<file path="config.mk">
export PLATFORM = sky130hd
export DESIGN_NAME = uart_out_unit_flat
export DESIGN_NICKNAME = d
export VERILOG_FILES = /design/src/rtl/uart_out_unit_if.sv /design/src/rtl/uart_out_unit.sv /design/src/flat_wrapper.sv
export SDC_FILE = /design/constraint.sdc
export NUM_CORES = 1
export LEC_CHECK = 0
export CAP_MARGIN = 20
export CORE_AREA = 3 3 137 112
export CTS_CLUSTER_DIAMETER = 80
export DETAILED_ROUTE_END_ITERATION = 7
export DIE_AREA = 0 0 140 115
export PLACE_DENSITY_LB_ADDON = 0.15
export SLEW_MARGIN = 25
export SYNTH_ARGS = -nofsm -noshare
export SYNTH_HDL_FRONTEND = slang
export SYNTH_SLANG_ARGS = --single-unit
</file>
<file path="constraint.sdc">
create_clock -name clk -period 3.05 [get_ports clk]
set_clock_uncertainty 0.05 [all_clocks]
set_input_delay 0.7625 -clock clk [delete_from_list [all_inputs] [get_ports clk]]
set_output_delay 0.7625 -clock clk [all_outputs]
set_load 0.005 [all_outputs]
</file>
<file path="src/rtl/uart_out_unit_if.sv">
// Core-to-UART output handshake: the core offers a byte with out_req/out_data,
// the UART pushes back with out_busy while its FIFO is full.
interface uart_out_unit_if;
    logic        out_req;
    logic [31:0] out_data;
    logic        out_busy;

    modport master (output out_req, output out_data, input out_busy);
    modport slave  (input out_req, input out_data, output out_busy);
endinterface

</file>
<file path="src/rtl/uart_out_unit.sv">
// Byte FIFO plus UART transmitter (8N1, LSB first) at the far end of the core's OUT path.
// Define UART_OUT_PARITY_EN to insert an even-parity bit and send 8E1 frames instead.
module uart_out_unit #(
    parameter int CLK_PER_BIT     = 868,
    parameter int FIFO_DEPTH_LOG2 = 4
) (
    input  logic           clk,
    input  logic           rstn,
    uart_out_unit_if.slave core,
    output logic           txd,
    output logic           tx_idle
);
    localparam int AW = FIFO_DEPTH_LOG2;
    localparam logic [AW:0] FULL_COUNT = {1'b1, {AW{1'b0}}};
    localparam logic [15:0] BIT_LAST   = 16'(CLK_PER_BIT - 1);

`ifdef UART_OUT_PARITY_EN
    typedef enum logic [2:0] {IDLE, START, DATA, PARITY, STOP} state_t;
`else
    typedef enum logic [1:0] {IDLE, START, DATA, STOP} state_t;
`endif

    state_t        state;
    logic [7:0]    mem [1 << AW];
    logic [AW-1:0] wr_ptr;
    logic [AW-1:0] rd_ptr;
    logic [AW:0]   count;
    logic [15:0]   baud_cnt;
    logic [2:0]    bit_idx;
    logic [7:0]    shift;
`ifdef UART_OUT_PARITY_EN
    logic          parity_bit;
`endif
    logic          push;
    logic          pop;
    logic          bit_end;
    logic          unused_data_hi;

    // Only the low byte is transmitted; the upper word bits are don't-care.
    assign unused_data_hi = ^core.out_data[31:8];

    assign core.out_busy = (count == FULL_COUNT);
    assign push          = core.out_req && !core.out_busy;
    assign bit_end       = (baud_cnt == BIT_LAST);
    // The FSM pops only when it is about to start a frame, and never from an empty FIFO.
    assign pop           = (count != '0) && ((state == IDLE) || (state == STOP && bit_end));

    // NOTE: the storage array has no reset; pointers and count alone define which entries are valid.
    always_ff @(posedge clk) begin
        if (push) mem[wr_ptr] <= core.out_data[7:0];
    end

    // NOTE: all sequential state uses non-blocking assignments so every flop samples pre-edge values.
    always_ff @(posedge clk or negedge rstn) begin
        if (!rstn) begin
            wr_ptr <= '0;
            rd_ptr <= '0;
            count  <= '0;
        end else begin
            if (push) wr_ptr <= wr_ptr + 1'b1;
            if (pop)  rd_ptr <= rd_ptr + 1'b1;
            case ({push, pop})
                2'b10:   count <= count + 1'b1;
                2'b01:   count <= count - 1'b1;
                default: ;
            endcase
        end
    end

    always_ff @(posedge clk or negedge rstn) begin
        if (!rstn) begin
            state      <= IDLE;
            txd        <= 1'b1;
            tx_idle    <= 1'b1;
            baud_cnt   <= '0;
            bit_idx    <= '0;
            shift      <= '0;
`ifdef UART_OUT_PARITY_EN
            parity_bit <= 1'b0;
`endif
        end else begin
            tx_idle  <= 1'b0;
            baud_cnt <= bit_end ? '0 : baud_cnt + 1'b1;
            case (state)
                IDLE: begin
                    baud_cnt <= '0;
                    if (pop) begin
                        shift      <= mem[rd_ptr];
`ifdef UART_OUT_PARITY_EN
                        parity_bit <= ^mem[rd_ptr];
`endif
                        txd        <= 1'b0;
                        state      <= START;
                    end else begin
                        tx_idle <= !push;
                    end
                end
                START: begin
                    if (bit_end) begin
                        txd     <= shift[0];
                        bit_idx <= '0;
                        state   <= DATA;
                    end
                end
                DATA: begin
                    if (bit_end) begin
                        if (bit_idx == 3'd7) begin
`ifdef UART_OUT_PARITY_EN
                            txd   <= parity_bit;
                            state <= PARITY;
`else
                            txd   <= 1'b1;
                            state <= STOP;
`endif
                        end else begin
                            shift   <= shift >> 1;
                            txd     <= shift[1];
                            bit_idx <= bit_idx + 1'b1;
                        end
                    end
                end
`ifdef UART_OUT_PARITY_EN
                PARITY: begin
                    if (bit_end) begin
                        txd   <= 1'b1;
                        state <= STOP;
                    end
                end
`endif
                STOP: begin
                    if (bit_end) begin
                        if (pop) begin
                            // Next byte starts immediately: no idle gap between frames.
                            shift      <= mem[rd_ptr];
`ifdef UART_OUT_PARITY_EN
                            parity_bit <= ^mem[rd_ptr];
`endif
                            txd        <= 1'b0;
                            state      <= START;
                        end else begin
                            txd     <= 1'b1;
                            state   <= IDLE;
                            tx_idle <= !push;
                        end
                    end
                end
                default: state <= IDLE;
            endcase
        end
    end
endmodule
</file>
<file path="src/flat_wrapper.sv">
// flat-port wrapper written by rule: the top's interface ports become plain ports
module uart_out_unit_flat 
#(
    parameter int CLK_PER_BIT     = 868,
    parameter int FIFO_DEPTH_LOG2 = 4
)
  (clk, rstn, txd, tx_idle, core_out_req, core_out_data, core_out_busy);
  uart_out_unit_if core_i ();
  input  logic clk;
  input  logic rstn;
  output logic txd;
  output logic tx_idle;
  input wire logic [$bits(core_i.out_req)-1:0] core_out_req;
  input wire logic [$bits(core_i.out_data)-1:0] core_out_data;
  output wire logic [$bits(core_i.out_busy)-1:0] core_out_busy;
  assign core_i.out_req = core_out_req;
  assign core_i.out_data = core_out_data;
  assign core_out_busy = core_i.out_busy;
  uart_out_unit #(.CLK_PER_BIT(CLK_PER_BIT), .FIFO_DEPTH_LOG2(FIFO_DEPTH_LOG2)) u_core (.clk(clk), .rstn(rstn), .core(core_i), .txd(txd), .tx_idle(tx_idle));
endmodule
</file>
# After elaboration in Yosys (flattened, before gate mapping)
# Memory sizes are Yosys's and may differ from the RTL's.
# Cells that the tools add are included.
[op_classes]
addsub = 6
n_eq_ne = 14
mux = 31
reduce_logical = 15
[op_table]
columns = ["cell", "n"]
rows = [
  ["$mux W16", 2],
  ["$mux W8", 4],
  ["$pmux W8 S3", 1],
  ["$add A16 B1 Y16 const B", 1],
  ["$eq A16 B10 Y1 const B", 1],
  ["$reduce_and A4 Y1", 3],
  ["$mux W1", 11],
  ["$mux W2", 5],
  ["$ne A2 B1 Y1 const B", 5],
  ["$pmux W5 S2", 1],
  ["$mux W3", 3],
  ["$add A4 B1 Y4 const B", 2],
  ["$pmux W2 S4", 1],
  ["$eq A2 B2 Y1 const B", 3],
  ["$pmux W3 S2", 1],
  ["$add A5 B1 Y5 const B", 1],
  ["$eq A5 B5 Y1 const B", 1],
  ["$reduce_and A5 Y1", 1],
  ["$reduce_bool A5 Y1", 1],
  ["$sub A5 B1 Y5 const B", 1],
  ["$eq A2 B1 Y1 const B", 2],
  ["$pmux W1 S4", 1],
  ["$reduce_bool A2 Y1", 2],
  ["$add A3 B1 Y3 const B", 1],
  ["8 further kinds", 11],
]
[word_totals]
regBits = 44
ram_bits = 128
inputBits = 35
output_inout_bits = 3
elab_cells = 76
n_memories = 1
[mem_list]
columns = ["name", "depth", "width", "read_ports", "rd_ports_with_merged_regs", "wr", "line", "rtl"]
rows = [
  ["u_core.mem", 16, 8, 1, 0, 1, "uart_out_unit.sv:24", "logic [7:0] mem [1 << AW];"],
]

# Logic depth before layout (Yosys ltp)
# Gate-level depths: netlist of run 1.
[logic_depth]
word_depth = 7
ltp_mapped = 15
mapped_depth_nobuf = 13

# Worst setup path after synthesis of run 1
# Ideal clock, no wire load.
[synth_path]
path_type = "flip-flop to flip-flop"
startpoint = "register u_core.baud_cnt[0]"
endpoint = "register u_core.count[4]"
setup_time_ns = 0.130
arrival_ns = 2.737
t_required_ns = 2.870
slack_ns = 0.134
stages_incl_launch_ff = 15
path_buffers = 1
synth_period_minus_slack_ns = 2.916
cell_sequence = "dfrtp_1 -> ha_1 -> and4bb_1 -> and4_1 -> a21oi_1 -> nor2_2 -> ha_1 -> clkbuf_1 -> xor2_1 -> ha_1 -> a21oi_1 -> o21ai_0 -> a22o_1 -> nand2_1 -> xnor2_1"
[synth_between]
elab_chain_len = 6
elab_cells_between_ends = 8
classes_between = "eq/ne: 3; mux: 1; reduce/logical: 4"
[synth_rtl]
columns = ["element", "line", "rtl"]
rows = [
  ["start, declared", "uart_out_unit.sv:28", "logic [15:0] baud_cnt;"],
  ["start signal, assigned", "uart_out_unit.sv:83", "baud_cnt <= bit_end ? '0 : baud_cnt + 1'b1;"],
  ["$eq A16 B10 Y1 *", "uart_out_unit.sv:44", "assign bit_end = (baud_cnt == BIT_LAST);"],
  ["$logic_and A1 B1 Y1 *", "uart_out_unit.sv:46", "assign pop = (count != '0) && ((state == IDLE) || (state == STOP && bit_end));"],
  ["$logic_or A1 B1 Y1 *", "uart_out_unit.sv:46", ""],
  ["$logic_and A1 B1 Y1 *", "uart_out_unit.sv:46", ""],
  ["net u_core.pop", "uart_out_unit.sv:35", "logic pop;"],
  ["$eq A2 B1 Y1 / $eq A2 B2 Y1 (equally long branches)", "uart_out_unit.sv:62", "case ({push, pop})"],
  ["$pmux W5 S2 / $reduce_bool A2 Y1 (equally long branches)", "--", ""],
  ["end signal, assigned", "uart_out_unit.sv:63", "2'b10: count <= count + 1'b1;"],
  ["end signal, assigned", "uart_out_unit.sv:64", "2'b01: count <= count - 1'b1;"],
  ["end, declared", "uart_out_unit.sv:27", "logic [AW:0] count;"],
]
# Mark *: on every way through the listed nets, which the timed path passes. The rest lies on a longest branch.
# A chain may end at the register's enable or synchronous reset.

# Final worst setup path of run 1
# Same ends and word-level chain as after synthesis.

==> results.json, run 1 <==
{
  "run_status": "complete, no violations",
  "multi_input_comb_area_mm2": 0.00243,
  "yosysTopAreaCellShare_pct": 50.9,
  "vias": 4143,
  "ys_seq_area_share_pct": 65.5,
  "worstPathArrival_ns": 3.01,
  "synth_warnings": 0,
  "most_used_routing_layer": "met2",
  "drive_above_1_share_pct": 21.5,
  "crit-reg2reg-capture": "u_core.count[4]",
  "irDropWorstVdd_uv": 522,
  "tightest_slew_ns": 0.633,
  "detailedRoute.firstPassIterationCount": 4,
  "power_density_mw_per_mm2": 647,
  "groute.layer.met1.usage_pct": 27.6,
  "cts-root-buf": "clkbuf_16",
  "timing.setup.critical_path_class": "register to register",
  "area.sequential_mm2": 0.00495,
  "report.final.setup_viol": 0,
  "critPathMaxFanout": 7,
  "cts_hold_buffers": 0,
  "cts_buffers": 17,
  "die_h_um": 115,
  "grt.total_usage_pct": 19.2,
  "synth_compound_gate_area_share_pct": 6.96,
  "util_after_layout_pct": 60.8,
  "cts_repair_resize_count": 0,
  "slowest_stage": "dfrtp_1",
  "final_max_slew_viol_count": 0,
  "design.core.area_mm2": 0.0142,
  "timing.critical_path.cells": "ha_1, and4bb_1, and4_1, a21oi_2, nor2_2, ha_2, xor2_1, ha_1, a21oi_1, o21ai_0, a22o_1, nand2_1, xnor2_1",
  "grt_pass1_vias": 4290,
  "drt_wl_total_um": 14100,
  "grt_max_degree": 45,
  "holdCritPathClass": "input port to asynchronous set/reset pin",
  "post_synth_fa_ha_maj_area_fraction_pct": 2.98,
  "grt_pass1_wl_um": 23200,
  "syn_area_per_cell_um2": 15.4,
  "fillers": 1069,
  "initial_utilization_pct": 53.4,
  "critical_path.reg2reg.startpoint": "u_core.baud_cnt[0]",
  "routedWlPerCell_um": 19.5,
  "antenna_found_initial": 0,
  "clock_insertion_delay_at_the_later_pin_of_the_skew_report_ns": 0.43,
  "violation_count_after_the_first_detailed_routing_iteration": 316,
  "drt.antenna.violating_nets": 0,
  "synth-seq-cells": 172,
  "final_nets": 579,
  "power.leakage_nw": 3.06,
  "std_cell_rows": 39,
  "synthFlopType": "edfxtp_1",
  "rsz_0062_raised_after_global_routing": "no",
  "ioPinCount": 38,
  "final-hold-violation-count": 0,
  "die_outline_width_um": 140,
  "yosys.area_share.xor_xnor_pct": 2.78,
  "post_cts.repair.setup_buffers": 0,
  "worst-r2r-cell-count": 13,
  "cp.required_ns": 3.30,
  "yosys-mux-area-fraction_pct": 11.3,
  "final.min_clock_period_ns": 2.75,
  "drcViolationCount": 0,
  "most_common_cell_on_crit_path": "ha_1",
  "routabilityCongestion": 0.786,
  "post_synth_edffs": 128,
  "worstSetupEndpointType": "register",
  "main_combinational_cell_family_by_area_after_synthesis": "multiplexers",
  "slew_headroom_pct": 57.8,
  "mappedNetlistArea_mm2": 0.00755,
  "final.setup.tns_ns": 0,
  "grt_remaining_overflow": 0,
  "cts_tree": "yes",
  "worst_setup_path_start_kind": "register",
  "post_synth_most_frequent_cells": "edfxtp_1, dfrtp_1, nor2_1",
  "maxClockFrequency_ghz": 0.363,
  "place.detailed.hpwl_um": 9220,
  "synth-simple-area-share_pct": 7.95,
  "clk_pin_slew_ns": 0.07,
  "mappedNetlistNets": 542,
  "yosysTopAreaCell": "edfxtp_1",
  "cts_buffer_depth": 2,
  "grt_use_met2_pct": 29.3,
  "synthMostInstantiatedCell": "edfxtp_1",
  "post-layout-total-power_mw": 5.57,
  "min_period_over_period_pct": 90.3,
  "synth.distinct_cells": 59,
  "via_per_inst": 5.73,
  "groute.layer.met3.usage_pct": 4.53,
  "drv_cap": 0,
  "area_growth_pct": 14.1,
  "clock_sink_count": 172,
  "timing.critical_path.slowest_cell_delay_ns": 0.36,
  "placement.io_buffers": 13,
  "diodes": 0,
  "ys_top_cells_by_area": "edfxtp_1, dfrtp_1, mux4_2",
  "synth-async-reset-ratio_pct": 25.6,
  "postSynthCellCount": 489,
  "cts_htree_levels": 4,
  "setup_slack_on_the_worst_flop_to_flop_path_ns": 0.30,
  "die-area_mm2": 0.0161
}
## per-layer routing
layer  up-vias  wire length (um)
met4         0               101
li1       1947                 -
met3         8               754
met2        92              6720
met1      2096              6520
met5         -                 0
## cells by family (layout without fill, tap and decap cells)
family                     Yosys count  count (layout)
and+or+nand+nor                    118             118
adders and majority gates           18              18
AOI/OAI and AO/OA                   69              69
xor gates and xnor gates            24              24
buffers and inverters               45              95
muxes                               43              43
DFF                                172             172
## worst max-delay path, delay by kind of cell, from the launching register on
family,cells,cell delay [ns]
xor+xnor,2,0.29
flops,1,0.36
simple gates,4,0.75
fa+ha+maj,3,0.70
compound gates,4,0.47
## metrics by stage
stage	setup slack, ns	instance area, um^2	hold slack, ns	cells
floorplan	0.134	7550	0.374	489
global route	0.0337	8610	0.311	723
global placement	0.197	8020	0.385	691
CTS	0.159	8600	0.409	723
finish	0.297	8610	0.276	723
detailed placement	0.163	8020	0.400	691
## registers in the layout (all words and copies together), names as in the netlist
name / cells
u_core.wr_ptr: 4
u_core.count: 5
u_core.rd_ptr: 4
u_core.state: 2
u_core.shift: 8
u_core.txd: 1
u_core.baud_cnt: 16
u_core.mem: 128
u_core.bit_idx: 3
u_core.tx_idle: 1
## power breakdown
part	leakage [nW]	switching, mW	internal, mW	total [mW]
Clock	0.278	0.952	1.15	2.11
Sequential	1.71	0.158	2.75	2.91
Combinational	1.08	0.312	0.239	0.551
Total	3.06	1.42	4.15	5.57
## layout by cell type (no fill, tap or decap), types with 6 or more instances in the layout
cell type	instances
xor2_1	12
clkdlybuf4s50_1	12
nand2_1	27
xnor2_1	12
nor3_1	11
clkbuf_16	17
nand4_1	7
mux4_2	33
a21oi_1	9
edfxtp_1	128
o22ai_1	10
dfrtp_1	42
inv_1	20
o21ai_1	7
nor2_1	36
nand3_1	6
nand2b_1	7
ha_1	17
buf_4	27
## final cells by class
class                      count  area share, %
multi-input combinational    272           28.2
clock buffer                  17           4.94
sequential                   172           57.5
timing repair buffer          40           3.98
clock inverter                15           1.77
inverter                      23           1.00
tap                          184           2.67
## how the worst max path moves through the flow
stage,from,endpoint
after floorplan,u_core.baud_cnt[0],u_core.count[4]
after global placement,u_core.baud_cnt[0],u_core.count[4]
after detailed placement,u_core.baud_cnt[0],u_core.count[4]
after CTS,u_core.baud_cnt[0],u_core.count[4]
after global routing,u_core.baud_cnt[0],u_core.count[4]
final,u_core.baud_cnt[0],u_core.count[4]
(Power assumes the default switching activity.)
==> inputs of run 2 (changes only) <==
Settings changed: CORE_AREA 3 3 137 112 to 3 3 130 107, DIE_AREA 0 0 140 115 to 0 0 133 110.
Clock period 3.05 ns to 2.56 ns, I/O delays scaled along.
==> run 2 against run 1 <==
Die area is 9.1% lower; count of clock-buffer cells in the layout is 2 higher; non-clock buffer count is 20 higher; flip-flop and latch count stayed put; final area is 2.1% higher; critical path type unchanged; critical endpoint unchanged.
==> results.json, run 2 (synthesis gave the netlist of run 1 again) <==
{
  "maxClockFrequency_ghz": 0.400,
  "layout.cells.most_common_list": "edfxtp_1, buf_4, dfrtp_1, nor2_1, mux4_2",
  "crit-reg2reg-capture": "u_core.count[4]",
  "tightest_slew_ns": 0.798,
  "die_h_um": 110,
  "diodes": 0,
  "cts_tree": "yes",
  "worst_setup_path_start_kind": "register",
  "irDropWorstVdd_uv": 563,
  "cts_buffer_depth": 2,
  "path_buf_inv": 0,
  "groute.layer.met3.usage_pct": 5.58,
  "cts-root-buf": "clkbuf_16",
  "grt_pass1_vias": 4316,
  "drt_wl_total_um": 14600,
  "worst-r2r-cell-count": 13,
  "placed_cell_area_mm2": 0.00818,
  "most_common_cell_on_crit_path": "ha_2",
  "critPathMaxFanout": 3,
  "slowest_stage": "dfrtp_1",
  "final.min_clock_period_ns": 2.50,
  "drive_above_1_share_pct": 25.6,
  "place.detailed.hpwl_um": 9700,
  "summed_area_of_non_filler_cells_in_the_final_layout_mm2": 0.00879,
  "placement.io_buffers": 13,
  "drcViolationCount": 0,
  "final_nets": 599,
  "clock_sink_count": 172,
  "timing.critical_path.cells": "ha_1, and4bb_1, and4_4, a21oi_4, nor2_4, ha_2, xor2_1, ha_2, a21oi_2, o21ai_1, a22o_1, nand2_1, xnor2_1",
  "grt_remaining_overflow": 0,
  "power_density_mw_per_mm2": 757,
  "die-area_mm2": 0.0146,
  "post-layout-total-power_mw": 6.65,
  "cts_htree_levels": 4,
  "gate_family_responsible_for_the_most_delay_along_the_worst_path": "simple AND/OR/NAND/NOR gates",
  "routedWlPerCell_um": 19.9,
  "largest_register_ff_count": 128,
  "timing.setup.critical_path_class": "register to register",
  "routabilityCongestion": 0.827,
  "biggestRegsByFlops": "u_core.mem x128, u_core.baud_cnt x16, u_core.shift x8",
  "util_after_layout_pct": 69.1,
  "grt_max_degree": 45,
  "most_used_routing_layer": "met2",
  "via_per_inst": 5.96,
  "stdcell_count": 734,
  "std_cell_rows": 37,
  "cp.required_ns": 2.82,
  "grt_pass1_wl_um": 23500,
  "vias": 4373,
  "clock_insertion_delay_at_the_later_pin_of_the_skew_report_ns": 0.42,
  "initial_utilization_pct": 59.3,
  "cts_buffers": 17,
  "groute.layer.met1.usage_pct": 31.1,
  "final_max_slew_viol_count": 0,
  "run_status": "complete, no violations",
  "die_outline_width_um": 133,
  "most_common_cell_after_layout_fill_and_taps_aside": "edfxtp_1",
  "design.core.area_mm2": 0.0127,
  "antenna_found_initial": 0,
  "setup_slack_on_the_worst_flop_to_flop_path_ns": 0.06,
  "clk_pin_slew_ns": 0.07,
  "power.leakage_nw": 3.16,
  "grt_use_met2_pct": 33.3,
  "drv_cap": 0,
  "final-hold-violation-count": 0,
  "cts_hold_buffers": 0,
  "holdCritPathClass": "input port to asynchronous set/reset pin",
  "min_period_over_period_pct": 97.6,
  "largest_register": "u_core.mem",
  "place.detailed.instances": 701,
  "timing.critical_path.slowest_cell_delay_ns": 0.37,
  "detailedRoute.firstPassIterationCount": 5,
  "worstPathArrival_ns": 2.76,
  "rsz_0062_raised_after_global_routing": "yes",
  "ioPinCount": 38,
  "holdWs_ns": 0.247,
  "report.final.setup_viol": 0,
  "slew_headroom_pct": 46.2,
  "drt.antenna.violating_nets": 0,
  "critical_path.reg2reg.startpoint": "u_core.baud_cnt[0]",
  "violation_count_after_the_first_detailed_routing_iteration": 406,
  "area_growth_pct": 16.4,
  "grt.total_usage_pct": 21.7,
  "worstSetupEndpointType": "register"
}
[run 2: metrics by stage]
stage          setup slack, ns  setup TNS [ns]
6_report                0.0626               0
5_1_grt                -0.0762         -0.0884
4_1_cts                 0.0359               0
3_5_place_dp          -0.00961        -0.00961
3_3_place_gp            0.0405               0
2_1_floorplan          -0.0455         -0.0650
[run 2: what timing repair did]
item | CTS | global route
pin swaps | 0 | 1
endpoints found under the setup margin | 1 | 8
endpoints found under the hold margin | 0 | 0
gates resized for setup | 1 | 6
setup buffers | 0 | 1
[run 2: routing by layer]
layer,vias to the layer above,routed length (um)
met2,107,6890
met1,2250,6780
met3,17,704
met4,0,253
li1,1999,-
met5,-,0
[run 2: worst max-delay path by stage]
| stage | start | end | slack [ns] | cells past startpoint |
|---|---|---|---|---|
| 3_5_place_dp | u_core.baud_cnt[2] | u_core.count[4] | -0.01 | 12 |
| 5_1_grt | u_core.baud_cnt[0] | u_core.count[4] | -0.08 | 13 |
| 6_report | u_core.baud_cnt[0] | u_core.count[4] | 0.06 | 13 |
| 4_1_cts | u_core.baud_cnt[0] | u_core.count[4] | 0.04 | 13 |
| 2_1_floorplan | u_core.count[1] | u_core.count[4] | -0.05 | 13 |
| 3_3_place_gp | core_out_req | u_core.count[4] | 0.04 | 11 |
[run 2: cell type report]
cell class | instances | area (um^2)
clock buffer | 19 | 433
clock inverter | 13 | 131
fill | 855 | 3940
inverter | 23 | 86.3
multi-input combinational | 272 | 2480
sequential | 172 | 4950
tap | 175 | 219
timing repair buffer | 60 | 490
[run 2: where the power goes]
group          switching, mW  leakage, nW  internal [mW]  total, mW
logic                  0.452         1.18          0.338      0.790
registers              0.139         1.71           3.28       3.42
clock network           1.08        0.271           1.36       2.44
total                   1.67         3.16           4.98       6.65
==> inputs of run 3 (changes only) <==
Settings changed: CORE_AREA 3 3 130 107 to 4 4 131 108, DIE_AREA 0 0 133 110 to 0 0 135 112.
==> run 3 against run 2 <==
Global-route usage decreased by 0.65 points; total power increased by 2.6%; count of clock-buffer cells in the layout decreased by 2; worst hold slack got worse by 0.0057 ns; critical path depth unchanged.
==> results.json, run 3 (synthesis gave the netlist of run 1 again) <==
{
  "cts-root-buf": "clkbuf_16",
  "cts_buffer_depth": 2,
  "die_outline_width_um": 135,
  "worstPathArrival_ns": 2.78,
  "timing.critical_path.cells": "ha_2, and4bb_1, and4_4, a21oi_4, nor2_4, ha_4, xor2_2, ha_2, a21oi_2, o21ai_1, a22o_1, nand2_1, xnor2_1",
  "die-area_mm2": 0.0151,
  "final_max_slew_viol_count": 0,
  "critical_path.reg2reg.startpoint": "u_core.baud_cnt[0]",
  "grt_pass1_vias": 4507,
  "power_density_mw_per_mm2": 771,
  "worst_setup_path_start_kind": "register",
  "clock_insertion_delay_at_the_later_pin_of_the_skew_report_ns": 0.42,
  "gate_family_responsible_for_the_most_delay_along_the_worst_path": "compound AO/OA/AOI/OAI gates",
  "cts_buffers": 17,
  "grt_pass1_wl_um": 23900,
  "largest_register": "u_core.mem",
  "maxClockFrequency_ghz": 0.402,
  "vias": 4322,
  "cts_tree": "yes",
  "clock_sink_count": 172,
  "stdcell_count": 733,
  "holdWs_ns": 0.241,
  "drt.antenna.violating_nets": 0,
  "grt_max_degree": 45,
  "holdCritPathClass": "input port to asynchronous set/reset pin",
  "detailedRoute.firstPassIterationCount": 4,
  "diodes": 0,
  "drt_wl_total_um": 14500,
  "layout.cells.most_common_list": "edfxtp_1, buf_4, dfrtp_1, nor2_1, mux4_2",
  "timing.setup.critical_path_class": "register to register",
  "worst-r2r-cell-count": 13,
  "drv_cap": 0,
  "irDropWorstVdd_uv": 578,
  "most_common_cell_after_layout_fill_and_taps_aside": "edfxtp_1",
  "grt_remaining_overflow": 0,
  "violation_count_after_the_first_detailed_routing_iteration": 392,
  "placement.io_buffers": 13,
  "grt.total_usage_pct": 21.0,
  "design.core.area_mm2": 0.0127,
  "largest_register_ff_count": 128,
  "cts_htree_levels": 4,
  "critPathMaxFanout": 3,
  "run_status": "complete, no violations",
  "place.detailed.instances": 700,
  "biggestRegsByFlops": "u_core.mem x128, u_core.baud_cnt x16, u_core.shift x8",
  "drcViolationCount": 0,
  "area_growth_pct": 17.1,
  "post-layout-total-power_mw": 6.82,
  "report.final.setup_viol": 0,
  "slowest_stage": "dfrtp_1",
  "ioPinCount": 38,
  "antenna_found_initial": 0,
  "crit-reg2reg-capture": "u_core.count[4]",
  "path_buf_inv": 0,
  "initial_utilization_pct": 59.3,
  "timing.critical_path.slowest_cell_delay_ns": 0.40,
  "worstSetupEndpointType": "register",
  "min_period_over_period_pct": 97.2,
  "cts_hold_buffers": 0,
  "rsz_0062_raised_after_global_routing": "yes",
  "routabilityCongestion": 0.832,
  "power.leakage_nw": 3.17,
  "drive_above_1_share_pct": 26.2,
  "cp.required_ns": 2.85,
  "tightest_slew_ns": 0.767,
  "clk_pin_slew_ns": 0.06,
  "via_per_inst": 5.90,
  "std_cell_rows": 37,
  "setup_slack_on_the_worst_flop_to_flop_path_ns": 0.07,
  "final-hold-violation-count": 0,
  "place.detailed.hpwl_um": 9670,
  "final.min_clock_period_ns": 2.49,
  "die_h_um": 112,
  "routedWlPerCell_um": 19.8,
  "slew_headroom_pct": 48.3,
  "fillers": 842,
  "most_common_cell_on_crit_path": "ha_2",
  "final_nets": 598
}
## run 3: cell types whose count changed in the layout (fill, tap and decap cells not counted), sizes merged
cell    before  now
buf         48   47
inv         28   32
clkinv       5    2
clkbuf      19   17
bufinv       1    2
## run 3: per-stage QoR
stage	util (%)	setup TNS [ns]	area, um^2	setup WS (ns)
after floorplan	-	-0.0650	7600	-0.0455
after global placement	64.3	0	8190	0.0566
after detailed placement	64.3	0	8190	0.0207
after CTS	69.0	0	8790	0.0273
after global routing	69.5	-0.0482	8840	-0.0464
final	69.5	0	8840	0.0711
## run 3: per-layer routing
| layer | wire, um | part of all wire (%) | global-route usage, % | vias to the layer above |
|---|---|---|---|---|
| met4 | 193 | 1.3 | 6.58 | 0 |
| met1 | 6690 | 46 | 30.8 | 2212 |
| li1 | - | - | - | 1994 |
| met3 | 684 | 4.7 | 4.88 | 16 |
| met2 | 6910 | 48 | 31.8 | 100 |
| met5 | 0 | 0 | 0 | - |
## run 3: worst reg2reg max path: stages (launching register included)
cell and delay, ns:
dfrtp_1 0.40, ha_2 0.18, and4bb_1 0.21, and4_4 0.21, a21oi_4 0.18, nor2_4 0.06, ha_4 0.17, xor2_2 0.17
ha_2 0.21, a21oi_2 0.12, o21ai_1 0.08, a22o_1 0.19, nand2_1 0.08, xnor2_1 0.11
## run 3: cell type report
type                       instances  area, um^2  share of cell area, %
tap                              175         219                   2.48
inverter                          23        86.3                  0.976
timing repair buffer              59         495                   5.60
clock buffer                      17         425                   4.81
multi-input combinational        272        2490                   28.2
clock inverter                    15         175                   1.98
sequential                       172        4950                   55.9
## run 3: timing repair
action / in CTS / in global routing
endpoints found under the setup margin: 0 / 5
resized for setup: 0 / 9
setup buffers: 0 / 1
## run 3: how the worst max path moves through the flow
stage                             startpoint         endpoint  slack, ns  cells past startpoint
after floorplan              u_core.count[1]  u_core.count[4]      -0.05                     13
after global placement          core_out_req  u_core.count[4]       0.06                     11
after detailed placement        core_out_req  u_core.count[4]       0.02                     11
after CTS                 u_core.baud_cnt[2]  u_core.count[4]       0.03                     12
after global routing      u_core.baud_cnt[0]  u_core.count[4]      -0.05                     12
final                     u_core.baud_cnt[0]  u_core.count[4]       0.07                     13
## run 3: report_power, final
| group | total (mW) | switching, mW | leakage [nW] | internal (mW) |
|---|---|---|---|---|
| clock network | 2.60 | 1.12 | 0.292 | 1.48 |
| registers | 3.41 | 0.126 | 1.71 | 3.28 |
| logic | 0.818 | 0.470 | 1.17 | 0.348 |
